## src/rtl/matrix_load_sequencer.sv

```systemverilog
// matrix_load_sequencer: steers a W-then-X element stream into the datapath memory bank by (row, col).
module matrix_load_sequencer #(
   parameter int DW = 4,
   parameter int AW = 2,
   parameter int N  = 3
) (
   input  logic          clk,
   input  logic          rst,
   input  logic          start,
   input  logic [DW-1:0] in_data,
   input  logic          in_valid,
   output logic          in_ready,
   output logic [DW-1:0] data_in,
   output logic          clear_mem,
   output logic [AW-1:0] row_w,
   output logic [AW-1:0] col_w,
   output logic [AW-1:0] row_x,
   output logic [AW-1:0] col_x,
   output logic          busy,
   output logic          frame_done
);
   typedef enum logic [2:0] {IDLE, CLEAR, LOAD_W, LOAD_X, DONE} state_t;
   localparam logic [AW-1:0] NO_ADDR = '1;
   localparam logic [AW-1:0] LAST = AW'(N - 1);
   state_t state, state_nx;
   logic [AW-1:0] row, col;
   logic xfer, last;
   assign in_ready = state == LOAD_W || state == LOAD_X;
   assign xfer = in_ready && in_valid;
   assign last = row == LAST && col == LAST;
   always_comb begin
      state_nx = state;
      if (state == IDLE && start) state_nx = CLEAR;
      else if (state == CLEAR) state_nx = LOAD_W;
      else if (state == LOAD_W && xfer && last) state_nx = LOAD_X;
      else if (state == LOAD_X && xfer && last) state_nx = DONE;
      else if (state == DONE) state_nx = IDLE;
   end
   always_ff @(posedge clk or posedge rst)
      if (rst) state <= IDLE;
      else state <= state_nx;
   // Address outputs default to the idle code every cycle, so a stalled source never repeats a write.
   always_ff @(posedge clk or posedge rst)
      if (rst) begin
         data_in    <= '0;
         clear_mem  <= 1'b0;
         busy       <= 1'b0;
         frame_done <= 1'b0;
         row_w      <= NO_ADDR;
         col_w      <= NO_ADDR;
         row_x      <= NO_ADDR;
         col_x      <= NO_ADDR;
      end else begin
         clear_mem  <= state == IDLE && start;
         busy       <= state != IDLE || start;
         frame_done <= state == DONE;
         row_w      <= (xfer && state == LOAD_W) ? row : NO_ADDR;
         col_w      <= (xfer && state == LOAD_W) ? col : NO_ADDR;
         row_x      <= (xfer && state == LOAD_X) ? row : NO_ADDR;
         col_x      <= (xfer && state == LOAD_X) ? col : NO_ADDR;
         if (xfer) data_in <= in_data;
      end
   always_ff @(posedge clk or posedge rst)
      if (rst) begin
         row <= '0;
         col <= '0;
      end else if (state == CLEAR || (xfer && last)) begin
         row <= '0;
         col <= '0;
      end else if (xfer) begin
         col <= col == LAST ? '0 : col + 1'b1;
         row <= col == LAST ? row + 1'b1 : row;
      end
endmodule
```

## config.mk

```make
export PLATFORM = sky130hd
export DESIGN_NAME = matrix_load_sequencer
export DESIGN_NICKNAME = d
export VERILOG_FILES = /design/src/rtl/matrix_load_sequencer.sv
export SDC_FILE = /design/constraint.sdc
export NUM_CORES = 1
export LEC_CHECK = 0
export ABC_AREA = 1
export CORE_MARGIN = 4
export CORE_UTILIZATION = 50
export DETAILED_ROUTE_END_ITERATION = 8
export PLACE_DENSITY = 0.84
export SLEW_MARGIN = 20
export SYNTH_ARGS = -nofsm -noshare
export SYNTH_HDL_FRONTEND = slang
export SYNTH_SLANG_ARGS = --single-unit
```

## constraint.sdc

```tcl
create_clock -name clk -period 3 [get_ports clk]
set_clock_uncertainty 0.2 [all_clocks]
set_input_delay 0.9 -clock clk [delete_from_list [all_inputs] [get_ports clk]]
set_output_delay 0.9 -clock clk [all_outputs]
set_load 0.05 [all_outputs]
```

# Word level (Yosys, flattened, before mapping)
# Index checks and enable logic that the tools add are counted.
# Widths: inputs -> output; s select.
[totals]
reg_bits = 22
inputBits = 8
output_inout_bits = 16
wordCells = 51
[op_classes]
addsub = 2
n_eq_ne = 6
mux = 15
reduce_logical = 17
[op_table]
columns = ["cell", "count"]
rows = [
  ["$mux 2", 10],
  ["$mux 3", 5],
  ["$logic_and 1x1->1", 8],
  ["$eq 3x2->1 const B", 2],
  ["$reduce_bool 5->1", 1],
  ["$add 2x1->2 const B", 2],
  ["$eq 2x2->1 const B", 2],
  ["$reduce_bool 2->1", 2],
  ["$eq 3x1->1 const B", 1],
  ["$eq 3x3->1 const B", 1],
  ["$logic_not 3->1", 1],
  ["$logic_or 1x1->1", 3],
  ["$reduce_bool 3->1", 1],
  ["$reduce_and 2->1", 1],
]

# Logic depth before layout (Yosys ltp)
[logic_depth]
ltp_word = 9
mapped_depth = 7
ltp_nobuf = 7

# Least setup slack after synthesis
# Ideal clock, no wire load.
[synth_timing]
path_kind = "register -> output"
from = "reg state[1]"
to = "out in_ready"
t_arrival_ps = 1150
required_time_ps = 1900
path_slack_ps = 750
stages_incl_launch_ff = 3
n_path_buf = 0
cell_sequence = "dfrtp_1 inv_1 nor2_1"
[synth_via]
elab_chain_len = 2
word_cells_on_any_way = 3
cone_classes = "eq/ne (2); reduce/logical (1)"
[synth_lines]
columns = ["item", "line_no", "text"]
rows = [
  ["from (decl)", "25", "state_t state, state_nx;"],
  ["from (signal assigned)", "41", "else state <= state_nx;"],
  ["$eq 3x2->1", "28", "assign in_ready = state == LOAD_W || state == LOAD_X;"],
  ["$logic_or 1x1->1 (*)", "28", ""],
  ["to (decl)", "12", "output logic in_ready,"],
]
# Mark *: on every way between the ends. The rest lies on a longest branch, timed or not.

# Final worst setup path
# Same ends and word-level chain as after synthesis.

==> metrics.txt <==
required time of the critical path=between 1.5 and 2 ns; transition time at the pin with the least slew margin=0.513 ns; # port buffers=23; Non-Filler Instances=roughly 150; vias in the first global route=around 660; crit-path max cell delay=0.81 ns; DIE AREA=about 2600 µm²; LEAKAGE=about 0.58 nW; global-route wire length before repair=between 2000 and 3000 µm; cell type group with the largest total delay on the critical path=buffers and inverters; area growth from synthesis to layout=34.9%; largest net degree at the start of global routing=23; maximum capacitance violations=0; mean instance size in the synthesized netlist=10.0 µm²; number of vias per cell=between 4 and 5; Worst Hold Depth=2; clock-pin slew of the registers on the worst-case setup and hold paths=about 0.12 ns; number of distinct standard cells referenced by the synthesized netlist=17; Final Cell Area=1240 µm²; sequential share of the synthesized area=0.608; share of final-layout standard cells stronger than drive strength 1=0.200; synthesized area=922 µm²; area of placed instances=roughly 1200 µm²; synthesis warning total=0; core area=approximately 1700 µm²; total via count in the routed design=~660; type of the worst setup path=flip-flop to primary output; Boundary Pins=24; period utilisation layout=0.947; weighted congestion at the end of routability-driven global placement=roughly 0.79; DP Cell Count=roughly 140; total power=between 0.5 and 0.6 mW; Hold Vio Cnt, Final=0; count of final setup violators=0; fraction of synthesized area in multiplexers=0; hold crit path type=flip-flop to flip-flop; Core Rows=15; Int Power=0.442 mW; worst slack, placed=roughly 0.48 ns; switching part of the total=0.177; number of buffers between clock root and the deepest sink=2; largest vdd supply drop=about 0.34 mV; synthesized instance count=between 90 and 100; Routed Antenna Nets=0; headroom to the max-slew limit=0.657; terminus of the critical flop-to-flop path=col[1]$_DFFE_PP0P_; cts bufs inserted=3; Syn Nets=between 100 and 150; Worst Hold Launch=data_in[3]$_DFFE_PP0P_; Achievable Freq=352 MHz; element type at the critical path end=primary output; cts-stage hold buffer count=0; HPWL Detailed=1180 µm; antenna violations before repair=0; Worst Hold Margin=between 0.2 and 0.3 ns; Hold Crit Endpoint=data_in[3]$_DFFE_PP0P_; count of pins over their slew limit=0; combinational cell fraction of total power=0.033; total iterations of the first detailed-routing run=3; starting utilization of the core area=0.528; reg2reg start=row[0]$_DFFE_PP0P_; number of DRC violations after detailed-routing iteration 0=10; Final Core Density=0.713; Worst Path Arrival=between 1.5 and 2 ns; Synth Area in XOR/XNOR=0; residual overflow from global routing=0; Startpoint Class=flip-flop; maximum fanout encountered on the critical timing path=4; H-tree depth=1; Clk pwr share=0.410; CTS resizes=0; count of unresolved DRC violations after routing=0; register-to-register setup slack=roughly 1.6 ns; clock network latency to the later pin of the worst-skew pair=roughly 0.30 ns; Nets=between 100 and 150; post-synthesis compound-gate area fraction=0.0149; switching power=around 0.095 mW; number of clock sinks=22; Antenna Cells=0; Buf+Inv Stages, Crit Path=2; setup tns final=0 ns; least setup slack across all paths after layout=between 0.15 and 0.2 ns; horizontal die dimension=about 51 µm; main combinational cell family by area after synthesis=simple AND/OR/NAND/NOR gates; pwr/cell area=about 430 nW/µm²; crit path max-delay cell type=sky130_fd_sc_hd__clkdlybuf4s50_1; RSZ-0062 raised after global routing=false; CTS Root Cell=sky130_fd_sc_hd__clkbuf_4; arithmetic-cell share of the synthesized area counting full adders, half adders and majority gates=0.0136; fillcell total=approximately 140; Seq pwr share=0.557; GRT Util Overall=0.135; number of buffers inserted to repair setup after CTS=0; number of cell instances on the worst register-to-register path=7; run status=finished, final reports clean; area fraction in and, or, nand and nor cells after synthesis=0.303; average routed wire per standard cell=10.5 µm; shortest period the worst path allows=between 2 and 3 ns; sum of routed wire length over all layers=around 1500 µm; #FFs+latches synth=22; CP cell instances=inv_1, nor2_1, clkdlybuf4s50_1; die outline height=50.9 µm; TritonCTS clock tree=built
## cell usage in the layout (no fill, tap or decap), types with 2 or more instances in the layout
master | netlist | final
sky130_fd_sc_hd__nand2_1 | 32 | 32
sky130_fd_sc_hd__clkdlybuf4s50_1 | 0 | 23
sky130_fd_sc_hd__dfrtp_1 | 14 | 14
sky130_fd_sc_hd__inv_1 | 13 | 13
sky130_fd_sc_hd__dfstp_2 | 8 | 8
sky130_fd_sc_hd__nor2_1 | 4 | 4
sky130_fd_sc_hd__nand4_1 | 4 | 4
sky130_fd_sc_hd__nand3_1 | 3 | 3
sky130_fd_sc_hd__clkbuf_4 | 0 | 3
sky130_fd_sc_hd__inv_2 | 2 | 2
sky130_fd_sc_hd__nand3_4 | 2 | 2
sky130_fd_sc_hd__nand2_4 | 2 | 2
sky130_fd_sc_hd__nor2_4 | 2 | 2
## per-layer routing
layer	share of wire	GRT usage	vias to the layer above
met3	0.074	0.0262	2
li1	-	-	338
met2	0.49	0.242	22
met5	0	0	-
met1	0.43	0.149	301
met4	0.0098	0.0673	0
## worst max-delay path by stage
stage / start / to / slack [ns] / cells past startpoint
floorplan: state[1]$_DFFE_PP0P_ / in_ready / 0.75 / 2
global placement: state[1]$_DFFE_PP0P_ / in_ready / 0.50 / 3
detailed placement: state[1]$_DFFE_PP0P_ / in_ready / 0.48 / 3
CTS: state[1]$_DFFE_PP0P_ / in_ready / 0.14 / 3
global route: state[1]$_DFFE_PP0P_ / in_ready / 0.08 / 3
finish: state[1]$_DFFE_PP0P_ / in_ready / 0.16 / 3
## cells in the mapped netlist
| cell type | n | area share |
|---|---|---|
| sky130_fd_sc_hd__nand2_1 | 32 | 0.13 |
| sky130_fd_sc_hd__dfrtp_1 | 14 | 0.38 |
| sky130_fd_sc_hd__inv_1 | 13 | 0.053 |
| sky130_fd_sc_hd__dfstp_2 | 8 | 0.23 |
| sky130_fd_sc_hd__nand4_1 | 4 | 0.027 |
| sky130_fd_sc_hd__nor2_1 | 4 | 0.016 |
| sky130_fd_sc_hd__nand3_1 | 3 | 0.016 |
| sky130_fd_sc_hd__inv_2 | 2 | 0.0081 |
| sky130_fd_sc_hd__nand2_4 | 2 | 0.024 |
| sky130_fd_sc_hd__nand3_4 | 2 | 0.038 |
| sky130_fd_sc_hd__nor2_4 | 2 | 0.024 |
| sky130_fd_sc_hd__ha_1 | 1 | 0.014 |
| sky130_fd_sc_hd__nand2_2 | 1 | 0.0068 |
| sky130_fd_sc_hd__nand3b_1 | 1 | 0.0081 |
| sky130_fd_sc_hd__nor3_2 | 1 | 0.011 |
| sky130_fd_sc_hd__o21ai_0 | 1 | 0.0054 |
| sky130_fd_sc_hd__o21ai_2 | 1 | 0.0095 |
## logic make-up after synthesis
kind of cell,after synthesis
AOI/OAI and AO/OA,2
adders and majority gates,1
and+or+nand+nor,52
buffers and inverters,15
DFF,22
## flip-flops by register name, summed over array words and instances (netlist names)
signal      flops
busy            1
col             2
state           3
clear_mem       1
data_in         4
row_x           2
col_x           2
row_w           2
row             2
frame_done      1
col_w           2
## power groups by stage
stage	registers (mW)	clock network, mW	logic (mW)
after floorplan	0.304	0	0.00611
after global placement	0.305	0	0.0180
after detailed placement	0.305	0	0.0181
after CTS	0.300	0.225	0.0182
after global routing	0.300	0.241	0.0197
final	0.300	0.221	0.0176
## layout make-up
cell class	instances	area, µm²	share of cell area
Tap cell	25	31.3	0.0252
Inverter	15	56.3	0.0453
Clock inverter	1	30.0	0.0241
Multi-Input combinational cell	55	305	0.245
Timing Repair Buffer	24	238	0.191
Clock buffer	3	22.5	0.0181
Sequential cell	22	561	0.451
## tightest hold or removal path, cell delays in order (launching register included)
cell and delay [ns]:
sky130_fd_sc_hd__dfrtp_1 0.36, sky130_fd_sc_hd__nand2_1 0.05, sky130_fd_sc_hd__nand2_1 0.05
Power figures use the tool's default switching activity.
